File: config.mk
export PLATFORM = sky130hd
export DESIGN_NAME = cr16_regfile_readback_fsm
export DESIGN_NICKNAME = d
export VERILOG_FILES = /design/src/rtl/cr16_pkg.sv /design/src/rtl/cr16_fib_gen.sv /design/src/rtl/cr16_regfile_readback_fsm.sv
export SDC_FILE = /design/constraint.sdc
export NUM_CORES = 1
export LEC_CHECK = 0
export ABC_AREA = 1
export CORE_UTILIZATION = 55
export CTS_BUF_LIST = sky130_fd_sc_hd__clkbuf_16
export DETAILED_ROUTE_END_ITERATION = 16
export PLACE_DENSITY = 0.78
export SLEW_MARGIN = 25
export SYNTH_ARGS = -nofsm -noshare
export SYNTH_HDL_FRONTEND = slang
export SYNTH_SLANG_ARGS = --single-unit
File: constraint.sdc
create_clock -name I_CLK -period 2.7 [get_ports I_CLK]
set_input_delay 0.675 -clock I_CLK [delete_from_list [all_inputs] [get_ports I_CLK]]
set_output_delay 0.675 -clock I_CLK [all_outputs]
set_load 0.005 [all_outputs]
File: src/rtl/cr16_pkg.sv
// Shared cr16 definitions: readback FSM state encoding and the expected-sequence
// seed used by the register-file test generators.
package cr16_pkg;

  typedef enum logic [2:0] {
    ST_IDLE,
    ST_SELECT,
    ST_DWELL,
    ST_CHECK,
    ST_DONE
  } rb_state_t;

  localparam int unsigned FIB_SEED_A = 1;
  localparam int unsigned FIB_SEED_B = 1;

endpackage

File: src/rtl/cr16_fib_gen.sv
// Registered Fibonacci pair (a, b). Load reseeds, step advances; a is the
// current expected value. Sums wrap modulo 2^DATA_WIDTH.
module cr16_fib_gen
  import cr16_pkg::*;
#(
  parameter int DATA_WIDTH = 16
) (
  input  logic                  I_CLK,
  input  logic                  I_NRESET,
  input  logic                  I_LOAD,
  input  logic                  I_STEP,
  output logic [DATA_WIDTH-1:0] O_A
);

  logic [DATA_WIDTH-1:0] a_q;
  logic [DATA_WIDTH-1:0] b_q;

  // NOTE: sequential state uses non-blocking assignments so a<=b and b<=a+b
  // both see the pre-edge values.
  always_ff @(posedge I_CLK or negedge I_NRESET) begin
    if (!I_NRESET) begin
      a_q <= '0;
      b_q <= '0;
    end else if (I_LOAD) begin
      a_q <= DATA_WIDTH'(FIB_SEED_A);
      b_q <= DATA_WIDTH'(FIB_SEED_B);
    end else if (I_STEP) begin
      a_q <= b_q;
      b_q <= a_q + b_q;
    end
  end

  assign O_A = a_q;

endmodule

File: src/rtl/cr16_regfile_readback_fsm.sv
// Walks datapath read port A through r0..r(NUM_REGS-1), holds each value for
// DWELL_CYCLES clocks and checks it against the Fibonacci sequence.
module cr16_regfile_readback_fsm
  import cr16_pkg::*;
#(
  parameter int DATA_WIDTH   = 16,
  parameter int NUM_REGS     = 8,
  parameter int DWELL_CYCLES = 4
) (
  input  logic                  I_CLK,
  input  logic                  I_NRESET,
  input  logic                  I_START,
  input  logic [DATA_WIDTH-1:0] I_READ_PORT_A_DATA,
  output logic [3:0]            O_READ_PORT_A_SEL,
  output logic [DATA_WIDTH-1:0] O_DISPLAY_VALUE,
  output logic                  O_BUSY,
  output logic                  O_DONE,
  output logic                  O_PASS,
  output logic [4:0]            O_ERROR_COUNT,
  output logic [3:0]            O_FAIL_INDEX
);

  localparam logic [3:0]  LAST_IDX   = 4'(NUM_REGS - 1);
  localparam logic [15:0] DWELL_LAST = 16'(DWELL_CYCLES - 1);
  localparam logic [4:0]  ERR_SAT    = 5'd16;

  rb_state_t             state_q, state_d;
  logic [3:0]            idx_q;
  logic [15:0]           dwell_q;
  logic                  gen_load, gen_step;
  logic [DATA_WIDTH-1:0] expected;
  logic                  start_ok;
  logic                  mismatch;

  // A start request is honoured only when no pass is running.
  assign start_ok = I_START && (state_q == ST_IDLE || state_q == ST_DONE);
  assign mismatch = (I_READ_PORT_A_DATA != expected);

  always_ff @(posedge I_CLK or negedge I_NRESET) begin
    if (!I_NRESET) state_q <= ST_IDLE;
    else           state_q <= state_d;
  end

  // NOTE: every output of this block gets a default first, so no path can
  // infer a latch.
  always_comb begin
    state_d  = state_q;
    gen_load = 1'b0;
    gen_step = 1'b0;
    case (state_q)
      ST_IDLE, ST_DONE: begin
        if (I_START) begin
          state_d  = ST_SELECT;
          gen_load = 1'b1;
        end
      end
      ST_SELECT: state_d = ST_DWELL;
      ST_DWELL:  if (dwell_q == DWELL_LAST) state_d = ST_CHECK;
      ST_CHECK: begin
        gen_step = 1'b1;
        state_d  = (idx_q == LAST_IDX) ? ST_DONE : ST_SELECT;
      end
      default:   state_d = ST_IDLE;
    endcase
  end

  always_ff @(posedge I_CLK or negedge I_NRESET) begin
    if (!I_NRESET) begin
      idx_q   <= '0;
      dwell_q <= '0;
    end else begin
      if (start_ok)
        idx_q <= '0;
      else if (state_q == ST_CHECK && idx_q != LAST_IDX)
        idx_q <= idx_q + 4'd1;

      if (state_q == ST_SELECT)     dwell_q <= '0;
      else if (state_q == ST_DWELL) dwell_q <= dwell_q + 16'd1;
    end
  end

  cr16_fib_gen #(.DATA_WIDTH(DATA_WIDTH)) u_fib_gen (
    .I_CLK    (I_CLK),
    .I_NRESET (I_NRESET),
    .I_LOAD   (gen_load),
    .I_STEP   (gen_step),
    .O_A      (expected)
  );

  // Outputs are registered from the current state, so they trail it by a clock.
  always_ff @(posedge I_CLK or negedge I_NRESET) begin
    if (!I_NRESET) begin
      O_READ_PORT_A_SEL <= '0;
      O_DISPLAY_VALUE   <= '0;
      O_BUSY            <= 1'b0;
      O_DONE            <= 1'b0;
      O_PASS            <= 1'b0;
      O_ERROR_COUNT     <= '0;
      O_FAIL_INDEX      <= '0;
    end else if (start_ok) begin
      O_DONE        <= 1'b0;
      O_PASS        <= 1'b0;
      O_ERROR_COUNT <= '0;
      O_FAIL_INDEX  <= '0;
    end else begin
      case (state_q)
        ST_SELECT: begin
          O_BUSY            <= 1'b1;
          O_READ_PORT_A_SEL <= idx_q;
        end
        ST_DWELL: O_BUSY <= 1'b1;
        ST_CHECK: begin
          O_BUSY          <= 1'b1;
          O_DISPLAY_VALUE <= I_READ_PORT_A_DATA;
          if (mismatch) begin
            if (O_ERROR_COUNT == '0)      O_FAIL_INDEX  <= idx_q;
            if (O_ERROR_COUNT != ERR_SAT) O_ERROR_COUNT <= O_ERROR_COUNT + 5'd1;
          end
        end
        ST_DONE: begin
          O_BUSY <= 1'b0;
          O_DONE <= 1'b1;
          O_PASS <= (O_ERROR_COUNT == '0);
        end
        default: ;
      endcase
    end
  end

endmodule

After elaboration in Yosys (flattened, before gate mapping) --
Index checks and enable logic that the tools add are counted. Widths: inputs -> output; s select.
Word-level totals: register bits after elaboration 87, bits of input ports 19, output and inout port bits 32, logic and storage cells 78
Cells by class: add/subtract/negate cells 4, eq/ne operators 11, multiplexer cells 28, bitwise gates (word level) 1, reduce and logical (&&, ||, !) cells 22
Operators with widths (number):
- $mux 16 | 6
- $mux 4 | 6
- $mux 5 | 4
- $reduce_bool 2->1 | 9
- $add 16x1->16 const B | 1
- $add 16x16->16 | 1
- $eq 16x2->1 const B | 1
- $ne 16x16->1 | 1
- $pmux 3 s4 | 1
- $mux 3 | 3
- $reduce_and 2->1 | 4
- $mux 1 | 7
- $eq 3x2->1 const B | 2
- $reduce_and 3->1 | 2
- $add 5x1->5 const B | 1
- $logic_not 5->1 | 1
- $ne 5x5->1 const B | 1
- $add 4x1->4 const B | 1
- $eq 4x3->1 const B | 1
- $ne 2x2->1 const B | 2
- $ne 4x3->1 const B | 1
- $eq 3x1->1 const B | 1
- $eq 3x3->1 const B | 1
- $logic_not 3->1 | 1
- other kinds (6) | 7

Longest topological paths before layout --
Gate-level depths: netlist (run 1).
word-level depth 5, mapped depth 11, gate-level depth less buffers 11

Cells and area by module --
From an unflattened synthesis (run 1), not the netlist that was laid out.
Unflattened totals: cells, all modules 677, area total of the unflattened synthesis 5108.6 sq um
Modules (own cells, without submodules):
- cr16_regfile_readback_fsm | instances 1, cells each 379, area an instance 3006.6 sq um, seq. area each 1376.3 sq um
- cr16_fib_gen | instances 1, cells each 298, area an instance 2102.0 sq um, seq. area each 800.8 sq um

Worst setup path before layout (run 1) --
No wires, ideal clock.
path kind register to register, start register u_fib_gen.a_q[0], in the netlist u_fib_gen.O_A[0], end register u_fib_gen.b_q[8], setup time 0.132 ns, data arrival time 1.702 ns, data required time 2.568 ns, setup slack 0.867 ns, stages on the path, launching flop included 10, path buffers 0, clock period less this slack 1.833 ns, cell sequence dfrtp_1 ha_1 fa_1 nand2_1 o21ai_0 nand2_1 nand2_1 or2_2 nand3_1 o21ai_0
Between the ends: word-level cells in the longest chain between the ends 3
Ends and longest elaborated chain:
- start: declaration | RTL line cr16_fib_gen.sv:15 | logic [DATA_WIDTH-1:0] a_q;
- start signal: assignment | RTL line cr16_fib_gen.sv:25 | a_q <= DATA_WIDTH'(FIB_SEED_A);
- start signal: assignment | RTL line cr16_fib_gen.sv:28 | a_q <= b_q;
- $add 16x16->16 | RTL line cr16_fib_gen.sv:29 | b_q <= a_q + b_q;
- $mux 16 | RTL line cr16_fib_gen.sv:27 | end else if (I_STEP) begin
- $mux 16 | RTL line cr16_fib_gen.sv:24 | end else if (I_LOAD) begin
- end signal: assignment | RTL line cr16_fib_gen.sv:26 | b_q <= DATA_WIDTH'(FIB_SEED_B);
- end signal: assignment | RTL line cr16_fib_gen.sv:29
- end: declaration | RTL line cr16_fib_gen.sv:16 | logic [DATA_WIDTH-1:0] b_q;
No other way between the ends. The select of a mux whose other input is x is not followed. A chain may end at the register's enable or synchronous reset.

Worst setup path after layout (run 1) --
start input port I_READ_PORT_A_DATA[4], end register O_ERROR_COUNT[0]
Between the ends: word-level cells in the longest chain between the ends 3
Ends and longest elaborated chain:
- start: declaration | RTL line cr16_regfile_readback_fsm.sv:13 | input logic [DATA_WIDTH-1:0] I_READ_PORT_A_DATA,
- $ne 16x16->1 | RTL line cr16_regfile_readback_fsm.sv:37 | assign mismatch = (I_READ_PORT_A_DATA != expected);
- $reduce_bool 2->1 (no source line)
- $reduce_and 3->1 (no source line)
- end signal: assignment | RTL line cr16_regfile_readback_fsm.sv:117 | if (O_ERROR_COUNT != ERR_SAT) O_ERROR_COUNT <= O_ERROR_COUNT + 5'd1;
- end: declaration | RTL line cr16_regfile_readback_fsm.sv:19 | output logic [4:0] O_ERROR_COUNT,
No other way between the ends.

==> summary.txt, run 1 <==
Yosys
  • Post-synthesis sequential area ratio: 0.452
  • Mapped Nets: 675
  • Mapped Cells: about 640
  • Number of flops mapped to enable cells by yosys: 0
  • Yosys reg bits: 87
  • Area leader, netlist: dfrtp_1
  • Avg Inst Size Synth: 7.57 um^2
  • Synth cell types: 34
  • Netlist Area Pre-Place: 0.00481 mm^2
  • YS warnings: 0
  • Async SR Flop Fraction: 1.00
  • Ys flop type: dfrtp_1
  • Top cell type's share of synthesized area: 0.452
  • Top cells by area, synth: dfrtp_1 (45%), nand2_1 (16%), inv_1 (6.6%)

Power and ir drop
  • Sw Share: 0.389
  • Worst VDD drop: 0.000452 V
  • Leakage power: between 0.002 and 0.003 uW
  • Switching pwr: 2060 uW
  • Gate power share: 0.410
  • Pwr/cell area: 933 mW/mm^2
  • Proportion of power drawn by the clock network: 0.205
  • Reg power frac: 0.385
  • Internal: 3240 uW

Worst setup path
  • CP dominant cell by count: nand2_1
  • Buffers and inverters on the worst path: 1
  • CP delay by family, top: simple AND/OR/NAND/NOR gates
  • Reg2Reg Setup Slack: roughly 590 ps
  • Crit path kind: primary input to flop
  • Worst Setup Start Kind: primary input
  • Crit path DAT: 2430 ps
  • Worst-path maximum fanout: 11
  • Slowest cell delay on critical path: ~450 ps
  • Required @ worst endpoint: 2970 ps
  • CP cell instances: clkdlybuf4s50_1 -> xor2_1 -> nor2_1 -> nand2_1 -> nor2_1 -> nand3_1 -> nand2_2 -> nand2_1 -> nand2_1
  • Slowest cell on the critical path: clkdlybuf4s50_1
  • Worst setup EP type: flop

Clock network
  • TritonCTS Buffers: 9
  • CTS tree: built
  • Clk root buf: clkbuf_16
  • Worst-path clk slew: approximately 60 ps
  • H-tree Lvls: 3
  • Cts repair resizes: 0
  • Clock Path Buffers: 2
  • Clk sinks: 87
  • Post-CTS Setup Inserts: 0
  • CTS Hold Buffers Added: 0
  • Latest clock arrival within the worst-skew pair: 330 ps

Place
  • Routability cong.: 0.881
  • Dpl ws: 201 ps
  • Final HPWL DP: 7.37 mm
  • Port Buffer Count: 50
  • Placed insts: 781

Die
  • Starting Density: 0.577
  • I/O Pins: 51
  • FP Rows: 33
  • Die area: around 0.0091 mm^2
  • Core area: roughly 0.0083 mm^2
  • Die height: 95.6 um
  • Die Wd: 95.6 um

Detailed routing
  • Routed WL: 10.2 mm
  • Vias: about 4200
  • # DRC: 0
  • Drt initial violations: between 150 and 200
  • Routed Antenna Nets: 0
  • DRT Pass-1 Iters: 5
  • Via density: roughly 5.3
  • Avg WL per Cell: 12.8 um

Global routing
  • Global-route wire length before repair: 17.7 mm
  • Vias in the first global route: 3918
  • Largest net degree at the start of global routing: 53
  • GR Util All Layers: 0.249
  • Gr ovfl total: 0
  • Initial antenna violation count: 0

Final layout
  • Fin cells: 795
  • Area delta synth->final: 18.0%
  • Antenna cells: 0
  • NumNets Final: approximately 730
  • Final core utilization: 0.681
  • Ratio of cells with drive above 1 in the final layout: 0.0449

Timing
  • PnR worst setup slack: 544 ps
  • Relative slew margins: 0.684
  • Part of the cycle the worst path needs: 0.799
  • Peak Freq: 0.464 GHz
  • Final Hold Viols: 0
  • Tmin final: 2160 ps
  • Final Max Tran Viols: 0
  • Setup TNS: 0 ps
  • Final hold slack: just under 300 ps
  • Worst-margin pin slew: 474 ps
  • Worst Skew: 6.98 ps
  • RSZ-0062 raised after global routing: no
  • Final setup viols: 0

Min path
  • Worst hold path type: primary input to asynchronous set/reset pin

Outcome
  • Status: finished clean

Flow run
  • Max-cap violations: 0
## final cells by class
cell class | count | area (um^2)
Inverter | 86 | 325
Tap cell | 105 | 131
Sequential cell | 87 | 2180
Multi-Input combinational cell | 449 | 2250
Fill cell | 711 | 2660
Clock buffer | 9 | 225
Timing Repair Buffer | 54 | 541
Clock inverter | 5 | 27.5
## placed cells by master, fill, tap and decap left out, drive strengths merged, types with 8 or more instances in the layout
cell	Yosys	layout
nand2	208	208
nor2	43	43
clkbuf	9	9
nand3	40	40
xor2	8	8
a21oi	27	27
clkdlybuf4s50	0	49
xnor2	8	8
o21ai	56	56
nor3	9	9
inv	86	86
dfrtp	87	87
nand4	8	8
ha	19	19
## worst paths after layout
| path | from | to | depth (start not counted) |
|---|---|---|---|
| max | I_READ_PORT_A_DATA[4] | O_ERROR_COUNT[0] | 9 |
| min | I_NRESET | O_DISPLAY_VALUE[9] | 1 |
| min reg2reg | O_DISPLAY_VALUE[14] | O_DISPLAY_VALUE[14] | 2 |
| max in group asynchronous | I_NRESET | u_fib_gen.b_q[13] | 2 |
| min in group I_CLK | O_DISPLAY_VALUE[14] | O_DISPLAY_VALUE[14] | 2 |
| max reg2reg | u_fib_gen.O_A[0] | u_fib_gen.b_q[8] | 9 |
## routing by layer
metal,GRT usage,vias to the layer above,routed length [um],part of all wire
li1,-,2122,-,-
met1,0.331,1960,4870,0.48
met2,0.420,87,4800,0.47
met3,0.0343,14,408,0.040
met4,0.0746,0,136,0.013
met5,0,-,0,0
## power by group through the flow
stage / Combinational [uW] / Sequential, uW / Clock, uW
floorplan: 1430 / 2000 / 0
global placement: 2110 / 2040 / 0
detailed placement: 2170 / 2060 / 0
CTS: 2190 / 2040 / 1110
global route: 2480 / 2100 / 1170
finish: 2170 / 2040 / 1090
## Yosys cell counts, types with 2 or more instances
cell type    n
o21bai_1     2
inv_1       84
nand2_2      3
nand3b_1     3
buf_2        4
or2_2        3
dfrtp_1     87
nor3_1       8
xnor2_1      8
a21oi_1     27
ha_1        19
o21ai_0     55
nand2_1    204
nand4_1      8
a22o_1       3
o22ai_1      5
nor4_1       2
clkbuf_1     9
nor2_1      41
xor2_1       8
nand3_1     40
## logic make-up (layout without fill, tap and decap cells)
logic type	Yosys count	after routing	synth area share
AO/OA/AOI/OAI	97	97	0.111
XOR/XNOR	16	16	0.0291
adder cells (fa/ha/maj)	20	20	0.0535
buffers and inverters	100	154	0.0795
flip-flops	87	87	0.452
AND/OR/NAND/NOR	316	316	0.275
## stage by stage
step / instance area [um^2] / power [uW]
2_1_floorplan: 4810 / 3440
3_3_place_gp: 5430 / 4150
3_5_place_dp: 5430 / 4240
4_1_cts: 5680 / 5340
5_1_grt: 5680 / 5740
6_report: 5680 / 5300
## state kept, by name, indices dropped and copies added, names as in the netlist, 3 cells and up
signal             count
O_DISPLAY_VALUE       16
dwell_q               16
u_fib_gen.O_A         16
u_fib_gen.b_q         16
O_ERROR_COUNT          5
O_FAIL_INDEX           4
O_READ_PORT_A_SEL      4
idx_q                  4
state_q                3
No activity file was read; power rests on OpenSTA's default activity.
==> run 2: changes to the inputs <==
==> constraint.sdc (replaced) <==
create_clock -name I_CLK -period 2.18 [get_ports I_CLK]
set_input_delay 0.545 -clock I_CLK [delete_from_list [all_inputs] [get_ports I_CLK]]
set_output_delay 0.545 -clock I_CLK [all_outputs]
set_load 0.005 [all_outputs]
==> run 2 against run 1 <==
  * Die area did not move
  * Sequential cell count did not move
  * Non-clock buffer count is 7 higher
  * Final cell count rose by 1.1%
  * Total power rose by 30%
  * Utilization rose by 1.2 points
==> summary.txt, run 2 (same netlist as run 1, synthesis figures left out) <==
Outcome
  • Status: finished clean

Clock network
  • TritonCTS Buffers: 9 (unchanged)
  • Latest clock arrival within the worst-skew pair: 340 ps (about the same)
  • Worst-path clk slew: 70 ps (about the same)
  • Cts repair resizes: 0 (unchanged)
  • Clk sinks: 87 (unchanged)
  • CTS Hold Buffers Added: 0 (unchanged)
  • H-tree Lvls: 3 (unchanged)
  • CTS tree: built
  • Clock Path Buffers: 2 (unchanged)
  • Post-CTS Setup Inserts: 0 (unchanged)
  • Clk root buf: clkbuf_16

Place
  • Dpl ws: 74.4 ps (-127 ps)
  • Port Buffer Count: 50 (unchanged)
  • Routability cong.: 0.880 (-0.11%)
  • Final HPWL DP: 7.60 mm (+3.1%)
  • Placed insts: 788 (+0.90%)

Timing
  • Relative slew margins: 0.653 (-0.0305)
  • Final Hold Viols: 0 (unchanged)
  • Final setup viols: 0 (unchanged)
  • Setup TNS: 0 ps (unchanged)
  • PnR worst setup slack: 141 ps (-403 ps)
  • Peak Freq: 0.490 GHz
  • Worst-margin pin slew: 520 ps (+45.7 ps)
  • Worst Skew: 11.4 ps (+4.43 ps)
  • Tmin final: 2040 ps
  • Part of the cycle the worst path needs: 0.935
  • RSZ-0062 raised after global routing: no
  • Final Max Tran Viols: 0 (unchanged)

Flow run
  • Max-cap violations: 0 (unchanged)

Detailed routing
  • Via density: 5.27 (+0.20%)
  • Vias: 4239 (+1.3%)
  • Drt initial violations: 232 (+27%)
  • Routed Antenna Nets: 0 (unchanged)
  • # DRC: 0 (unchanged)
  • Avg WL per Cell: 13.3 um (+3.9%)
  • DRT Pass-1 Iters: 5 (unchanged)
  • Routed WL: 10.7 mm (+5.1%)

Power and ir drop
  • Internal: 4210 uW (+30%)
  • Proportion of power drawn by the clock network: 0.228 (+0.023)
  • Leakage power: 0.00297 uW (+1.7%)
  • Reg power frac: 0.367 (-0.018)
  • Gate power share: 0.405 (-0.005)
  • Worst VDD drop: 0.000533 V (+18%)
  • Pwr/cell area: 1190 mW/mm^2 (+28%)
  • Final Total Pwr: 6900 uW (+30%)
  • Switching pwr: 2680 uW (+30%)
  • Sw Share: 0.389 (about the same)

Global routing
  • Initial antenna violation count: 0 (unchanged)
  • GR Util All Layers: 0.262 (+0.0137)
  • Gr ovfl total: 0 (unchanged)
  • Global-route wire length before repair: 18.5 mm (+4.8%)
  • Largest net degree at the start of global routing: 40 (-25%)
  • Vias in the first global route: 4129 (+5.4%)

Worst setup path
  • Setup crit start: u_fib_gen.O_A[0]
  • Worst setup EP type: flop
  • Crit path kind: flop to flop
  • RR Startpoint: u_fib_gen.O_A[0]
  • Worst r2r path cells: 9 (unchanged)
  • Worst-path maximum fanout: 3 (-8)
  • Required @ worst endpoint: 2400 ps (-570 ps)
  • Crit path DAT: 2260 ps (-170 ps)
  • Worst Setup Start Kind: flop
  • Reg-to-Reg End: u_fib_gen.b_q[8]
  • Reg2Reg Setup Slack: 140 ps (-450 ps)

Final layout
  • Commonest non-fill, non-tap cells in the layout: nand2_1 (204), dfrtp_1 (87), inv_1 (84)
  • NumNets Final: 733 (+0.96%)
  • FILL cells: 677 (-4.8%)
  • Most common cell after layout, fill and taps aside: nand2_1
  • Ratio of cells with drive above 1 in the final layout: 0.0587 (+0.0137)
  • Area delta synth->final: 20.1%
  • Antenna cells: 0 (unchanged)
  • Fin cells: 804 (+1.1%)

Die
  • Die area: 0.00913 mm^2 (unchanged)
  • Die Wd: 95.6 um (unchanged)
  • I/O Pins: 51 (unchanged)
  • Core area: 0.00834 mm^2 (unchanged)
  • FP Rows: 33 (unchanged)
  • Starting Density: 0.577 (unchanged)
  • Die height: 95.6 um (unchanged)

Min path
  • Worst hold path type: primary input to asynchronous set/reset pin
## run 2: layout make-up
class	count	area, um^2	share of cell area
Clock buffer	9	225	0.0389
Clock inverter	7	77.6	0.0134
Tap cell	105	131	0.0227
Sequential cell	87	2180	0.376
Multi-Input combinational cell	449	2250	0.390
Inverter	86	325	0.0563
Timing Repair Buffer	61	593	0.103
## run 2: routing by layer
| metal | vias to the layer above | global-route usage | wire length, um |
|---|---|---|---|
| met1 | 1974 | 0.340 | 4900 |
| met2 | 103 | 0.451 | 5210 |
| li1 | 2146 | - | - |
| met3 | 16 | 0.0343 | 450 |
| met4 | 0 | 0.0920 | 175 |
| met5 | - | 0 | 0 |
## run 2: worst max-delay path, stage by stage (launching register included)
cell and delay, ps:
dfrtp_1 420, ha_1 240, fa_1 410, nand2_1 110, o21ai_0 140, nand2_1 100, nand2_1 80, or2_2 280
nand3_1 60, o21ai_0 70
## run 2: power groups by stage
stage / combinational [uW] / sequential [uW] / clock [uW]
finish: 2790 / 2530 / 1570
global route: 3160 / 2600 / 1650
CTS: 2800 / 2530 / 1580
detailed placement: 2760 / 2550 / 0
global placement: 2690 / 2520 / 0
floorplan: 1780 / 2480 / 0
## run 2: worst max-delay path by stage
stage | to | slack (ps) | cells after the start
final | u_fib_gen.b_q[8] | 140 | 9
after global routing | u_fib_gen.b_q[8] | 10 | 9
after CTS | u_fib_gen.b_q[8] | 160 | 9
after detailed placement | O_ERROR_COUNT[3] | 70 | 10
after global placement | O_ERROR_COUNT[2] | 140 | 10
after floorplan | u_fib_gen.b_q[8] | 350 | 9
## run 2: stage by stage
step                      cell area [um^2]  utilization  hold slack (ps)
after floorplan                       4810            -              249
after CTS                             5780        0.693              202
after global placement                5480        0.657              452
after global routing                  5780        0.693              232
final                                 5780        0.693              180
after detailed placement              5480        0.657              458
==> run 3: changes to the inputs <==
--- a/config.mk
+++ b/config.mk
@@ -10,7 +10,7 @@
 export CTS_BUF_LIST = sky130_fd_sc_hd__clkbuf_16
 export DETAILED_ROUTE_END_ITERATION = 16
 export PLACE_DENSITY = 0.78
-export SLEW_MARGIN = 25
+export SLEW_MARGIN = 20
 export SYNTH_ARGS = -nofsm -noshare
 export SYNTH_HDL_FRONTEND = slang
 export SYNTH_SLANG_ARGS = --single-unit
==> results of run 3 <==
The final DEF is identical to that of run 2; final timing and power are the same.
